### src/rtl/regfile_sb.sv
// Integer register file with NREAD combinational read ports, one write-back port and a busy-bit scoreboard.
// Optional same-cycle write-back bypass on the read ports: define REGFILE_BYPASS_EN.
module regfile_sb #(
    parameter  int XLEN  = 32,
    parameter  int NREGS = 32,
    parameter  int NREAD = 2,
    localparam int AW    = $clog2(NREGS),
    localparam int CW    = $clog2(NREGS + 1)
) (
    input  logic                  clk,
    input  logic                  reset,
    input  logic [NREAD*AW-1:0]   rd_addr,
    output logic [NREAD*XLEN-1:0] rd_data,
    output logic [NREAD-1:0]      rd_ready,
    input  logic                  alloc_valid,
    input  logic [AW-1:0]         alloc_addr,
    output logic                  alloc_ok,
    input  logic                  wb_valid,
    input  logic [AW-1:0]         wb_addr,
    input  logic [XLEN-1:0]       wb_data,
    input  logic                  flush,
    output logic [CW-1:0]         busy_count,
    output logic                  wb_err
);

    logic [XLEN-1:0]  regs [NREGS];
    logic [NREGS-1:0] busy;
    logic [NREGS-1:0] busy_nxt;
    logic [CW-1:0]    busy_count_nxt;
    logic             wb_live;

    assign wb_live = wb_valid && (wb_addr != '0);

    // A same-cycle write-back to the requested register frees it, so a new allocation may proceed
    assign alloc_ok = reset && alloc_valid && !flush &&
                      ((alloc_addr == '0) || !busy[alloc_addr] ||
                       (wb_valid && (wb_addr == alloc_addr)));

    // Allocation is applied after the write-back clear, so it wins on a shared address
    always_comb begin
        busy_nxt = busy;
        if (flush) begin
            busy_nxt = '0;
        end else begin
            if (wb_live)
                busy_nxt[wb_addr] = 1'b0;
            if (alloc_ok && (alloc_addr != '0))
                busy_nxt[alloc_addr] = 1'b1;
        end
    end

    always_comb begin
        busy_count_nxt = '0;
        for (int unsigned i = 0; i < NREGS; i++)
            busy_count_nxt = busy_count_nxt + CW'(busy_nxt[i]);
    end

    always_ff @(posedge clk or negedge reset) begin
        if (!reset) begin
            for (int unsigned i = 0; i < NREGS; i++)
                regs[i] <= '0;
            busy       <= '0;
            busy_count <= '0;
            wb_err     <= 1'b0;
        end else begin
            if (wb_live) begin
                regs[wb_addr] <= wb_data;
                if (!busy[wb_addr])
                    wb_err <= 1'b1;
            end
            busy       <= busy_nxt;
            busy_count <= busy_count_nxt;
        end
    end

    always_comb begin
        logic [AW-1:0] ra;
        ra       = '0;
        rd_data  = '0;
        rd_ready = '0;
        for (int unsigned k = 0; k < NREAD; k++) begin
            ra = rd_addr[k*AW +: AW];
            if (ra == '0) begin
                rd_data[k*XLEN +: XLEN] = '0;
                rd_ready[k]             = 1'b1;
`ifdef REGFILE_BYPASS_EN
            end else if (wb_live && (wb_addr == ra)) begin
                rd_data[k*XLEN +: XLEN] = wb_data;
                rd_ready[k]             = 1'b1;
`endif
            end else begin
                rd_data[k*XLEN +: XLEN] = regs[ra];
                rd_ready[k]             = !busy[ra];
            end
        end
    end

endmodule

### config.mk
export PLATFORM = sky130hd
export DESIGN_NAME = regfile_sb
export DESIGN_NICKNAME = d
export VERILOG_FILES = /design/src/rtl/regfile_sb.sv
export SDC_FILE = /design/constraint.sdc
export NUM_CORES = 2
export LEC_CHECK = 0
export BUFFER_PORTS_ARGS = -buffer_cell sky130_fd_sc_hd__buf_2
export CORE_UTILIZATION = 30
export CTS_CLUSTER_DIAMETER = 60
export DETAILED_ROUTE_END_ITERATION = 10
export PLACE_DENSITY = 0.49
export SYNTH_ARGS = -nofsm -noshare
export SYNTH_HDL_FRONTEND = slang
export SYNTH_SLANG_ARGS = --single-unit
### constraint.sdc
create_clock -name clk -period 6.4 [get_ports clk]
set_input_delay 1.28 -clock clk [delete_from_list [all_inputs] [get_ports clk]]
set_output_delay 1.28 -clock clk [all_outputs]
set_load 0.03 [all_outputs]
==> reports/metrics.cfg <==
[logic_synthesis]
netlist_instances = 3605
synthAdderAreaFrac_pct = 0.989
synth.largest_area_cell = dfrtp_1
ys.flop_type = dfrtp_1
ys_ff_latch = 1063
synth_compound_area_share_pct = 1.50
yosys.area_share.simple_pct = 1.48
ys_async_sr_fraction_pct = 100
synth_edf_count = 0
ys_top_cells_by_area = dfrtp_1, mux4_2, mux2_2
synth_warnings = 0
synth.distinct_cells = 46
synth_xor_area_share_pct = 0.122
synth_top_family_by_area = multiplexers
syn-num-nets = 3693
seq_area_frac_synth_pct = 46.3
synth.cell_area_um2 = 57400
synth_top_area_share_pct = 46.3
muxShareOfSynthArea_pct = 45.9
syn_avg_cell_area_um2 = 15.9

[status]
violations = negative setup slack
status = complete, but fails checks

[floorplanning]
die_h_um = 440
num_rows = 160
io_pins = 131
die_w_um = 440
core_area_um2 = 190000
initial_core_util_pct = 30.2
die-area_um2 = 193000

[global_route]
use_met2_pct = 35.0
grtUsageTotal_pct = 20.5
grt_pass1_wl_um = 284000
use_met1_pct = 26.8
overflow = 0
grt_pass1_vias = 36800
antenna_found_initial = 14
grt-busiest-layer = met2
grt_use_met3_pct = 2.46
grt_max_degree = 163

[sta]
hold_slack_ns = 0.394
report.final.slew_viol_count = 0
rsz0062_at_grt = yes
setup_viol = 4
max-slew-margin-rel_pct = 17.7
skew_ns = 0.0110
hold_viol = 0
fin_crit_sh_pct = 102
fmax_mhz = 153
fin_ws_ns = -0.121
tightest_slew_ns = 1.22
period_needed_ns = 6.52

[clock_network]
clkLatencyLatePin_ns = 0.75
cts_tree = built
clk_pin_slew_ns = 0.06
postCtsHoldBufs = 0
h-tree-depth = 3
cts_buffers = 121
clockBufferDepth = 3
cts.sinks = 1063
cts_root_buf = clkbuf_16

[route]
routed_via_density = 5.51
drt_pre_antenna_iters = 5
wl_um = 196000
vias = 34700
wl_per_cell_um = 31.2
drt_iter0_drc = 2488
drc = 0
ant_nets = 0

[flow_run]
max_cap_viol_count = 0

[pwr]
intPower_w = 0.0146
total_power_w = 0.0203
comb_power_share_pct = 21.6
switching_share_pct = 27.8
powerDensity_nw_per_um2 = 306
power_frac_clock_pct = 35.0
ir_worst_vdd_v = 0.000205
sequentialPowerShare_pct = 43.3
leakage_nw = 28.2
switching_power_w = 0.00563

[finish]
area_growth_pct = 15.2
fin_util_pct = 34.8
fin_nets = 3773
layoutNonFillerInstCount = 6294
fillCellCount = 18200
drive_gt1_share_pct = 60.2

[min_path]
min_path_type = register to register
hold_start = regs[992]
hold_depth = 0

[placement]
dp.final_hpwl_um = 116000
dp_cells = 6065
portBuffers = 130
place_ws_ns = -0.937
routabilityCongestion = 0.915

[worst_setup_path]
endpoint_kind = register
reg2reg_from = busy[5]
critical_path_class = primary input to register
start_kind = primary input
r2r_cells = 21
cp_data_arrival_time_ns = 7.19
worstPathMaxFanout = 6
crit_start = alloc_addr[0]
crit_required_ns = 7.07

per-layer routing:
layer | vias to the layer above | wire (um)
met5 | - | 0
li1 | 14100 | -
met2 | 814 | 99600
met3 | 256 | 8090
met1 | 19500 | 81900
met4 | 0 | 6780
state kept, by name, summed over array words and instances, names as in the netlist:
register / count
busy: 32
wb_err: 1
busy_count: 6
regs: 1024
worst paths after layout:
path / endpoint / slack, ns
max reg2reg: busy_count[4] / 0.12
max: busy_count[4] / -0.12
min reg2reg: regs[992] / 0.39
max in group asynchronous: regs[995] / 2.62
min in group asynchronous: regs[792] / 0.62
min: regs[992] / 0.39
cell type report:
class                   instances  area (um2)  area share, %
repair buffers                367        2970           4.49
well taps                    2511        3140           4.75
diodes                          4        10.0         0.0151
inverters                     107         402          0.607
multi-input cells            2025       29000           43.9
clock inverters                47         534          0.807
flip-flops and latches       1063       26600           40.2
clock buffers                 170        3470           5.25
critical path, stage by stage:
cell     delay (ns)
buf_6          0.10
buf_6          0.13
buf_6          0.12
buf_4          0.12
mux2i_1        0.14
nor3_1         0.08
o31ai_2        0.25
nand4_2        0.20
a211o_4        0.40
buf_6          0.14
o32a_1         0.17
fa_1           0.57
fa_1           0.44
fa_2           0.56
fa_1           0.46
fa_1           0.52
inv_1          0.05
fa_1           0.50
ha_2           0.19
inv_2          0.04
fa_2           0.33
inv_1          0.06
a21o_1         0.11
a21oi_2        0.05
xnor2_1        0.16
logic make-up after synthesis:
logic type,count (synthesis)
simple gates,172
flops,1063
xor+xnor,8
mux,1676
buf+inv,517
fa+ha+maj,31
compound gates,138
layout by cell type (no fill, tap or decap), types with 16 or more instances in the layout:
| cell type | instances |
|---|---|
| o21ai_0 | 67 |
| buf_2 | 120 |
| nand3b_1 | 24 |
| inv_1 | 102 |
| clkbuf_8 | 24 |
| fa_1 | 22 |
| o21ai_1 | 16 |
| clkbuf_16 | 122 |
| buf_12 | 35 |
| clkinv_2 | 26 |
| nand2_1 | 74 |
| clkbuf_1 | 24 |
| mux4_2 | 669 |
| buf_4 | 197 |
| mux2_2 | 992 |
| dfrtp_1 | 1063 |
power by group through the flow:
stage | combinational, W | clock (W) | sequential [W]
after floorplan | 0.00323 | 0 | 0.00860
after global placement | 0.00436 | 0 | 0.00883
after detailed placement | 0.00442 | 0 | 0.00888
after CTS | 0.00443 | 0.00729 | 0.00877
after global routing | 0.00465 | 0.00755 | 0.00897
final | 0.00438 | 0.00710 | 0.00879
cell usage after synthesis, drive strengths merged (12+ instances only):
| cell type | number |
|---|---|
| buf | 162 |
| o32ai | 12 |
| fa | 24 |
| nand3b | 24 |
| clkbuf | 248 |
| o21ai | 84 |
| mux4 | 669 |
| dfrtp | 1063 |
| nand2 | 89 |
| mux2i | 15 |
| mux2 | 992 |
| inv | 107 |
| nor2 | 17 |
metrics by stage:
step | TNS, ns | instance area [um2]
final | -0.181 | 66200
after global routing | -0.586 | 66200
after CTS | -0.0507 | 66100
after global placement | -4.52 | 62000
after detailed placement | -4.56 | 62000
after floorplan | -2.81 | 57500
timing repair:
item,CTS,global route
gates resized for setup,15,8
buffers inserted,6,2
pin swaps,19,3
endpoints found under the setup margin,4,5
(Power assumes the default switching activity.)
